===== src/rtl/db_arbiter_pkg.sv =====
// Shared encodings for the CPU data bus arbiter: access types, lengths, FSM states
// and the abort data word.
package db_arbiter_pkg;

  localparam int MEM_ACCESS_W = 2;
  localparam int MEM_LEN_W    = 2;

  typedef enum logic [MEM_ACCESS_W-1:0] {
    MEM_NONE = 2'd0,
    MEM_R    = 2'd1,
    MEM_W    = 2'd2,
    MEM_X    = 2'd3
  } mem_access_e;

  typedef enum logic [MEM_LEN_W-1:0] {
    LEN_B = 2'd0,
    LEN_H = 2'd1,
    LEN_W = 2'd2
  } mem_len_e;

  typedef enum logic [1:0] {
    DB_ARB_IDLE = 2'd0,
    DB_ARB_BUSY = 2'd1,
    DB_ARB_RESP = 2'd2
  } arb_state_e;

  localparam logic [31:0] DB_ARB_ABORT_DATA = 32'hDEAD_BEEF;

  // One bus request as seen by the slave.
  typedef struct packed {
    logic [31:0]             addr;
    logic [31:0]             data;
    logic [MEM_ACCESS_W-1:0] acc;
    logic [MEM_LEN_W-1:0]    len;
  } db_req_t;

  function automatic logic is_req(input logic [MEM_ACCESS_W-1:0] acc);
    return acc != MEM_NONE;
  endfunction

endpackage


===== src/rtl/db_rr_pick.sv =====
// Combinational two-way round-robin chooser; last names the master granted most
// recently, so the other one wins a tie.
module db_rr_pick (
  input  logic [1:0] req,
  input  logic       last,
  output logic [1:0] pick
);

  always_comb begin
    pick = 2'b00;
    case (req)
      2'b01:   pick = 2'b01;
      2'b10:   pick = 2'b10;
      2'b11:   pick = last ? 2'b01 : 2'b10;
      default: pick = 2'b00;
    endcase
  end

endmodule


===== src/rtl/db_arbiter.sv =====
// Two-master to one-slave data bus arbiter, one outstanding transaction at a time.
// Optional abort on a stalled slave: define DB_ARB_TIMEOUT_EN.
//
// Handshake: a master requests by holding accessType != NONE with stable
// addr/data/len until its one-cycle ready pulse; dataIn is valid with that pulse
// and held afterwards. Toward the slave, s_accessType != NONE is the request and
// the slave accepts on an edge with s_ready=1; s_dataIn is valid the next cycle.
module db_arbiter
  import db_arbiter_pkg::*;
#(
  parameter int TIMEOUT_CYCLES = 255,
  parameter int TO_W           = 8
) (
  input  logic                    clk,
  input  logic                    res,
  input  logic [31:0]             m0_addr,
  input  logic [31:0]             m0_dataOut,
  input  logic [MEM_ACCESS_W-1:0] m0_accessType,
  input  logic [MEM_LEN_W-1:0]    m0_memLen,
  output logic [31:0]             m0_dataIn,
  output logic                    m0_ready,
  input  logic [31:0]             m1_addr,
  input  logic [31:0]             m1_dataOut,
  input  logic [MEM_ACCESS_W-1:0] m1_accessType,
  input  logic [MEM_LEN_W-1:0]    m1_memLen,
  output logic [31:0]             m1_dataIn,
  output logic                    m1_ready,
  output logic [31:0]             s_addr,
  output logic [31:0]             s_dataOut,
  output logic [MEM_ACCESS_W-1:0] s_accessType,
  output logic [MEM_LEN_W-1:0]    s_memLen,
  input  logic [31:0]             s_dataIn,
  input  logic                    s_ready,
  output logic [1:0]              gnt,
  output logic                    err,
  output arb_state_e              dbg_state
);

  localparam logic [TO_W-1:0] TO_LIMIT = TO_W'(TIMEOUT_CYCLES);
  localparam db_req_t REQ_RESET = '{addr: 32'h0, data: 32'h0, acc: MEM_NONE, len: LEN_W};

  arb_state_e  state_q, state_d;
  db_req_t     m0_req, m1_req, pick_req, s_req_q;
  logic [1:0]  req, pick, gnt_q;
  logic        last_q;
  logic        abort_q;
  logic        do_grant, do_accept, do_abort, to_hit;
  logic [31:0] m0_data_q, m1_data_q, resp_data;

  assign m0_req = '{addr: m0_addr, data: m0_dataOut, acc: m0_accessType, len: m0_memLen};
  assign m1_req = '{addr: m1_addr, data: m1_dataOut, acc: m1_accessType, len: m1_memLen};
  assign req    = {is_req(m1_accessType), is_req(m0_accessType)};

  db_rr_pick u_pick (
    .req  (req),
    .last (last_q),
    .pick (pick)
  );

  assign pick_req = pick[1] ? m1_req : m0_req;

  always_ff @(posedge clk or negedge res) begin
    if (!res) state_q <= DB_ARB_IDLE;
    else      state_q <= state_d;
  end

  always_comb begin
    state_d   = state_q;
    do_grant  = 1'b0;
    do_accept = 1'b0;
    do_abort  = 1'b0;
    case (state_q)
      DB_ARB_IDLE: begin
        if (|pick) begin
          do_grant = 1'b1;
          state_d  = DB_ARB_BUSY;
        end
      end
      DB_ARB_BUSY: begin
        if (s_ready) begin
          do_accept = 1'b1;
          state_d   = DB_ARB_RESP;
        end else if (to_hit) begin
          do_abort = 1'b1;
          state_d  = DB_ARB_RESP;
        end
      end
      DB_ARB_RESP: state_d = DB_ARB_IDLE;
      default:     state_d = DB_ARB_IDLE;
    endcase
  end

  // Request latch, owner, round-robin pointer and per-master returned data.
  always_ff @(posedge clk or negedge res) begin
    if (!res) begin
      s_req_q   <= REQ_RESET;
      gnt_q     <= 2'b00;
      last_q    <= 1'b1;
      abort_q   <= 1'b0;
      m0_data_q <= 32'h0;
      m1_data_q <= 32'h0;
    end else begin
      if (do_grant) begin
        s_req_q <= pick_req;
        gnt_q   <= pick;
      end
      if (do_accept || do_abort) s_req_q.acc <= MEM_NONE;
      if (do_abort) abort_q <= 1'b1;
      if (state_q == DB_ARB_RESP) begin
        gnt_q   <= 2'b00;
        last_q  <= gnt_q[1];
        abort_q <= 1'b0;
        if (gnt_q[0]) m0_data_q <= resp_data;
        if (gnt_q[1]) m1_data_q <= resp_data;
      end
    end
  end

  // Slave data arrives during RESP, so the owner sees it live with its ready pulse.
  assign resp_data = abort_q ? DB_ARB_ABORT_DATA : s_dataIn;
  assign m0_ready  = (state_q == DB_ARB_RESP) && gnt_q[0];
  assign m1_ready  = (state_q == DB_ARB_RESP) && gnt_q[1];
  assign m0_dataIn = m0_ready ? resp_data : m0_data_q;
  assign m1_dataIn = m1_ready ? resp_data : m1_data_q;

  assign s_addr       = s_req_q.addr;
  assign s_dataOut    = s_req_q.data;
  assign s_accessType = s_req_q.acc;
  assign s_memLen     = s_req_q.len;
  assign gnt          = gnt_q;
  assign dbg_state    = state_q;

`ifdef DB_ARB_TIMEOUT_EN
  logic [TO_W-1:0] to_cnt_q;

  always_ff @(posedge clk or negedge res) begin
    if (!res)                                            to_cnt_q <= '0;
    else if (do_grant)                                   to_cnt_q <= '0;
    else if (state_q == DB_ARB_BUSY && !s_ready && !to_hit) to_cnt_q <= to_cnt_q + 1'b1;
  end

  assign to_hit = (state_q == DB_ARB_BUSY) && (to_cnt_q == TO_LIMIT);
  assign err    = (state_q == DB_ARB_RESP) && abort_q;
`else
  logic to_unused;
  assign to_unused = ^TO_LIMIT;
  assign to_hit    = 1'b0;
  assign err       = 1'b0;
`endif

  a_one_ready: assert property (@(posedge clk) disable iff (!res) !(m0_ready && m1_ready));
  a_gnt_onehot: assert property (@(posedge clk) disable iff (!res) $onehot0(gnt_q));
  a_busy_hold: assert property (@(posedge clk) disable iff (!res)
    (state_q == DB_ARB_BUSY && !s_ready && !to_hit) |=> (state_q == DB_ARB_BUSY && $stable(s_req_q)));

endmodule


===== config.mk =====
export PLATFORM = sky130hd
export DESIGN_NAME = db_arbiter
export DESIGN_NICKNAME = d
export VERILOG_FILES = /design/src/rtl/db_arbiter_pkg.sv /design/src/rtl/db_rr_pick.sv /design/src/rtl/db_arbiter.sv
export SDC_FILE = /design/constraint.sdc
export NUM_CORES = 1
export LEC_CHECK = 0
export CAP_MARGIN = 25
export CORE_UTILIZATION = 41
export CTS_CLUSTER_DIAMETER = 120
export DETAILED_ROUTE_END_ITERATION = 6
export HOLD_SLACK_MARGIN = 0.02
export PLACE_DENSITY = 0.89
export SYNTH_ARGS = -nofsm -noshare
export SYNTH_HDL_FRONTEND = slang
export SYNTH_SLANG_ARGS = --single-unit

===== constraint.sdc =====
create_clock -name clk -period 2.2 [get_ports clk]
set_input_delay 0.44 -clock clk [delete_from_list [all_inputs] [get_ports clk]]
set_output_delay 0.44 -clock clk [all_outputs]
set_load 0.005 [all_outputs]

==> impl_results.md, run 1 <==
- Vias: 6,291
- Final antenna-violating net count: 0
- Crit Path Category: reg -> out
- Worst Path Buf+Inv: 3
- Yosys top cell area share: 0.533
- Largest net degree at the start of global routing: 59
- Clock-pin transition on the worst setup and hold timing paths: 0.06 ns
- Synth Area in XOR/XNOR: 0
- Pwr dens: 1400 mW/mm^2
- Leakage: 0.00482 uW
- Layout Nets: 1,085
- # clock sinks: 137
- EDFF count, synth: 0
- Mux cell area share after synthesis: 0.114
- Max-slew violation count: 0
- GR Overflow Total: 0
- H-tree Lvls: 4
- RSZ-0062 raised after global routing: yes
- Synth Area in Compound Gates: 0.204
- Skew-Pair Late Insertion Delay: 0.42 ns
- GPL Wtd Cong: 0.770
- Req. time, crit path: 1.76 ns
- Post-synth top cells: 135 x dfrtp_1, 69 x o21ai_0, 67 x nand3b_1, 66 x a31oi_1, 64 x mux2_2
- Gate Count Post-Synth: 563
- Layout area overhead: 76.5%
- Fmax achieved: 419 MHz
- Final HPWL DP: 14.0 mm
- Crit Path Max Fanout: 6
- Post-synthesis sequential area ratio: 0.541
- Peak supply drop: 0.000646 V
- # DRC: 0
- Yosys cell types: 32
- IO buf count: 308
- Min Tclk post-route: 2.39 ns
- Crit start category: flip-flop
- Critical path's slowest cell: dfrtp_1
- Floorplan core area: 0.0151 sq mm
- Synth Register Bits: 137
- Mapped Avg Cell Area: 11.3 sq um
- Failing checks: negative setup slack
- Run status: finished with violations
- Arr. time, crit path: 1.95 ns
- Kind of end point of the critical path: output port
- Met1 WL: 8.89 mm
- Drt wl/cell: 22.3 um
- Crit share post-route: 1.08
- DR vias/cell: 5.65
- Cell taking the most area after synthesis: dfrtp_1
- Initial antenna violation count: 0
- Largest cells by area after synthesis: dfrtp_1 53%, mux2_2 11%, nand3b_1 7.9%, a31oi_1 6.5%, o21ai_0 5.5%
- Max incr delay on CP: 0.37 ns
- Root Driver: clkbuf_16
- Metal2 WL: 12.9 mm
- Final WL: 24.9 mm
- Row count: 45
- YS warnings: 0
- Chip height: 126 um
- Main synth FF type: dfrtp_1
- Final hold vios: 0
- Hold Path Class: reg -> reg
- Mapped Area: 0.00634 sq mm
- Top Metal Used: met4
- Met3 WL: 2.06 mm
- Worst Clk Skew: 0.00984 ns
- Count leader, synth: dfrtp_1
- Setup violations, final: 64
- Vias in the first global route: 6,201
- Final Power: 15,700 uW
- Fin worst setup slack: -0.186 ns
- CTS buffer count: 17
- CTS Buffer Depth: 2
- Post-synthesis async set-or-reset flop share: 1.00
- I/O Pins: 310
- Max cap viols: 0
- Drt first pass iters: 5
- Top cell by count, worst path: buf_6
- Die Wd: 126 um
- All-layer global routing usage: 0.297
- DIE AREA: 0.0160 sq mm
- Detailed Route Iter0 Violations: 509
- CTS tree: built
- Share of cells above drive strength 1: 0.306
- Crit-path leading delay family: simple AND/OR/NAND/NOR gates
- Simple-Gate Fraction of Synth Area: 0.0944
- Largest family of logic cells by synthesized area: compound AO/OA/AOI/OAI gates
- Initial core utilization: 0.418
- Mapped Nets: 734
- First-pass GRT wire length: 35.8 mm
- Pre-CTS WS: 0.0114 ns
- Ant. Diodes: 0
- CP Cell Sequence: and2b_2 -> nand2_4 -> buf_12 -> buf_6 -> mux2_4 -> buf_6
- Post-synthesis adder-cell area fraction: 0
==> registers in the layout, summed over array words and instances (netlist names), 2 cells and up <==
name and cells:
s_accessType 2, m0_data_q 32, s_dataOut 32, s_memLen 2
gnt 2, m1_data_q 32, s_addr 32, dbg_state 2
==> final timing paths <==
kind,to,depth (start not counted),start,slack [ns]
max,m1_dataIn[10],6,dbg_state[0],-0.19
min,m0_data_q[23],1,m0_data_q[23],0.50
max reg2reg,m1_data_q[1],6,dbg_state[1],0.50
min reg2reg,m0_data_q[23],1,m0_data_q[23],0.50
max in group asynchronous,m0_data_q[0],3,res,1.01
min in group asynchronous,m1_data_q[16],2,res,0.54
==> through the flow <==
step                       util  instance area, sq um  hold WS, ns  instances  TNS (ns)
after global placement    0.648                  9820        0.414       1030         0
after global routing      0.738                 11200        0.508       1113     -9.24
after CTS                 0.722                 10900        0.494       1093    -11.39
after detailed placement  0.648                  9820        0.416       1030         0
final                     0.738                 11200        0.499       1113     -6.44
after floorplan               -                  6340        0.144        563         0
==> routing by layer <==
layer,vias up,track usage
met5,-,0
met4,0,0.121
met3,73,0.0903
met2,352,0.529
met1,3084,0.329
li1,2782,-
==> placed cells by master, fill, tap and decap left out, types with 2 or more instances in the layout <==
master           synthesis  final
buf_2                   13      2
inv_1                    4      4
a21oi_1                 39     39
buf_4                    1     49
a31oi_1                 66     66
dfstp_2                  2      2
o311ai_0                 2      2
nand3b_1                67     67
mux2_4                   0     61
clkbuf_8                 0      3
bufinv_16                0      2
o21ai_0                 69     69
clkbuf_2                 2     10
dlygate4sd2_1            0      2
a21oi_2                 30     30
buf_12                   0     17
nand2b_1                 3      3
o31ai_1                  3      3
clkinvlp_4               0      2
clkinv_4                 0      2
clkdlybuf4s50_1          0    241
nand2_1                  5      3
inv_6                    0      2
dfrtp_1                135    135
buf_6                    4     66
clkbuf_16                0     19
nor2_4                   0      2
mux2_2                  64      3
nand2_4                  0      2
==> logic make-up (layout without fill, tap and decap cells) <==
family	count (synthesis)	after routing
mux	64	64
compound gates	214	214
simple gates	84	84
other cells	1	1
buf+inv	63	425
flops	137	137
==> cell type report <==
type	instances	area (sq um)
inverter	4	15.0
sequential	137	3430
tap	188	235
fill	956	3970
multi-input combinational	363	2900
timing repair buffer	391	4020
clock buffer	21	470
clock inverter	9	115
==> power breakdown <==
| part | internal [uW] | total, uW | switching [uW] |
|---|---|---|---|
| clock | 1760 | 2870 | 1120 |
| sequential | 3840 | 4570 | 737 |
| combinational | 4810 | 8210 | 3410 |
==> worst reg2reg max path: stages (launching register included) <==
cell	delay [ns]
dfrtp_1	0.37
and2b_2	0.25
nand2_4	0.17
buf_6	0.20
mux2_4	0.34
buf_4	0.14
buf_4	0.12
==> repair_timing <==
item	4_1_cts	5_1_grt
gates cloned	4	2
setup endpoints to repair	66	66
resized for setup	289	100
setup buffers	28	28
endpoints found under the hold margin	42	0
pin swaps	2	1
hold buffers	1	0
Note: power is estimated with default switching activity, not from simulation.
==> run 2: changes to the inputs <==
- SETUP_SLACK_MARGIN: not set -> 0.4
==> run 2 against run 1 <==
  * The run still ends with negative setup slack left
  * Via count is 2.1% higher
  * Die area unchanged
  * Count of clock-buffer cells in the layout decreased by 2
  * Combinational power up 1%
  * Utilization is 0.82 points higher
  * Power is 0.68% higher
  * Cell area increased by 1.1%
  * Clock power grew 1%
  * Hold slack got worse by 0.48 ns
  * Setup slack worse by 0.11 ns
  * Highest routed layer unchanged
==> impl_results.md, run 2 (same netlist as run 1, synthesis figures left out) <==
- Run status: finished with violations
- Failing checks: negative setup slack
- Skew-Pair Late Insertion Delay: 0.43 ns
- DR vias/cell: 5.78
- Largest net degree at the start of global routing: 82
- Filler instances: 924
- Crit share post-route: 1.14
- Vias in the first global route: 6,166
- Arr. time, crit path: 2.06 ns
- GPL Wtd Cong: 0.797
- GR Overflow Total: 0
- Setup violations, final: 64
- Initial antenna violation count: 1
- Final instance area: 0.0113 sq mm
- Vias: 6,423
- Chip height: 126 um
- Floorplan core area: 0.0151 sq mm
- Final hold vios: 0
- Kind of end point of the critical path: output port
- Share of cells above drive strength 1: 0.311
- Final WL: 25.4 mm
- First-pass GRT wire length: 35.5 mm
- Detailed Route Iter0 Violations: 403
- Layout Nets: 1,081
- Hold Path Class: in -> async
- IO buf count: 308
- # clock sinks: 137
- Crit Path Category: reg -> out
- Req. time, crit path: 1.76 ns
- Fin worst setup slack: -0.299 ns
- # DRC: 0
- Root Driver: clkbuf_16
- Row count: 45
- Crit Path Max Fanout: 6
- Pwr dens: 1390 mW/mm^2
- Drt first pass iters: 5
- Cell Area, Placed: 0.00983 sq mm
- Die Wd: 126 um
- Initial core utilization: 0.418
- Max-slew violation count: 0
- Commonest cells after routing, fill and taps aside: 228 x clkdlybuf4s50_1, 134 x dfrtp_1, 69 x o21ai_0
- All-layer global routing usage: 0.294
- Final Non-Filler Cells: 1,111
- Peak supply drop: 0.000666 V
- Crit start category: flip-flop
- Max cap viols: 0
- RSZ-0062 raised after global routing: yes
- Final HPWL DP: 13.6 mm
- Dpl cells: 1,028
- DIE AREA: 0.0160 sq mm
- Area of the multi-input gates: 0.00288 sq mm
- Fmax achieved: 400 MHz
- Cts hold-fix bufs: 0
- I/O Pins: 310
- Max-slew headroom: 0.557
- Register area: 0.00343 sq mm
- Drt wl/cell: 22.9 um
- CTS tree: built
- CTS Buffer Depth: 2
- Actual slew at the worst max-slew pin: 0.664 ns
- Clock-pin transition on the worst setup and hold timing paths: 0.06 ns
- Most common cell after layout, fill and taps aside: clkdlybuf4s50_1
- Final antenna-violating net count: 0
- Worst Clk Skew: 0.0122 ns
- CTS buffer count: 17
- Leakage: 0.00490 uW
- H-tree Lvls: 4
- Min Tclk post-route: 2.50 ns
- Layout area overhead: 78.4%
## run 2: power breakdown
| group | internal (uW) | switching (uW) | leakage, uW | total, uW |
|---|---|---|---|---|
| Combinational | 4810 | 3480 | 0.00304 | 8290 |
| Sequential | 3840 | 730 | 0.00157 | 4570 |
| Clock | 1740 | 1180 | 0.000288 | 2910 |
| Total | 10400 | 5380 | 0.00490 | 15800 |
## run 2: stage by stage
stage | utilization | setup slack (ns) | setup TNS [ns] | total power (uW) | hold WS, ns
after global routing | 0.746 | -0.350 | -16.30 | 16500 | 0.0473
after CTS | 0.727 | -0.249 | -9.70 | 14800 | 0.0251
final | 0.746 | -0.299 | -13.03 | 15800 | 0.0215
after floorplan | - | 0.377 | 0 | 7140 | 0.144
after detailed placement | 0.649 | 0.0421 | 0 | 11200 | 0.479
after global placement | 0.649 | 0.0740 | 0 | 11000 | 0.478
## run 2: worst max-delay path, cell delays in order, from the launching register on
cell and delay (ns):
dfrtp_1 0.38, and2b_2 0.30, nand2_4 0.11, buf_6 0.15
buf_12 0.12, buf_16 0.13, mux2_4 0.31, buf_6 0.12
## run 2: area by class of cell
| type | instances | area share |
|---|---|---|
| Clock inverter | 12 | 0.0124 |
| Multi-Input combinational cell | 363 | 0.255 |
| Tap cell | 188 | 0.0208 |
| Clock buffer | 19 | 0.0401 |
| Sequential cell | 137 | 0.304 |
| Timing Repair Buffer | 387 | 0.366 |
| Antenna cell | 1 | 0.000221 |
| Inverter | 4 | 0.00199 |
## run 2: timing repair
action                                 in CTS  in global routing
pin swaps                                   2                  2
setup buffers                              20                 24
endpoints found under the hold margin       0                  0
resized for setup                         371                 34
setup endpoints to repair                  71                102
cloned                                      7                  0
## run 2: path summary, 6_finish.rpt
check / start / to / slack (ns) / cells past startpoint
min reg2reg: m0_data_q[1] / m0_data_q[1] / 0.50 / 1
min in group clk: m0_data_q[1] / m0_data_q[1] / 0.50 / 1
min: res / m1_data_q[19] / 0.02 / 1
max: dbg_state[0] / m1_dataIn[5] / -0.30 / 7
max reg2reg: dbg_state[0] / m0_data_q[13] / 0.33 / 8
max in group asynchronous: res / s_addr[15] / 1.55 / 2
## run 2: per-layer routing
metal	track usage	wire length (um)
met1	0.330	9160
met2	0.510	12700
met3	0.102	2460
met4	0.120	1130
met5	0	0
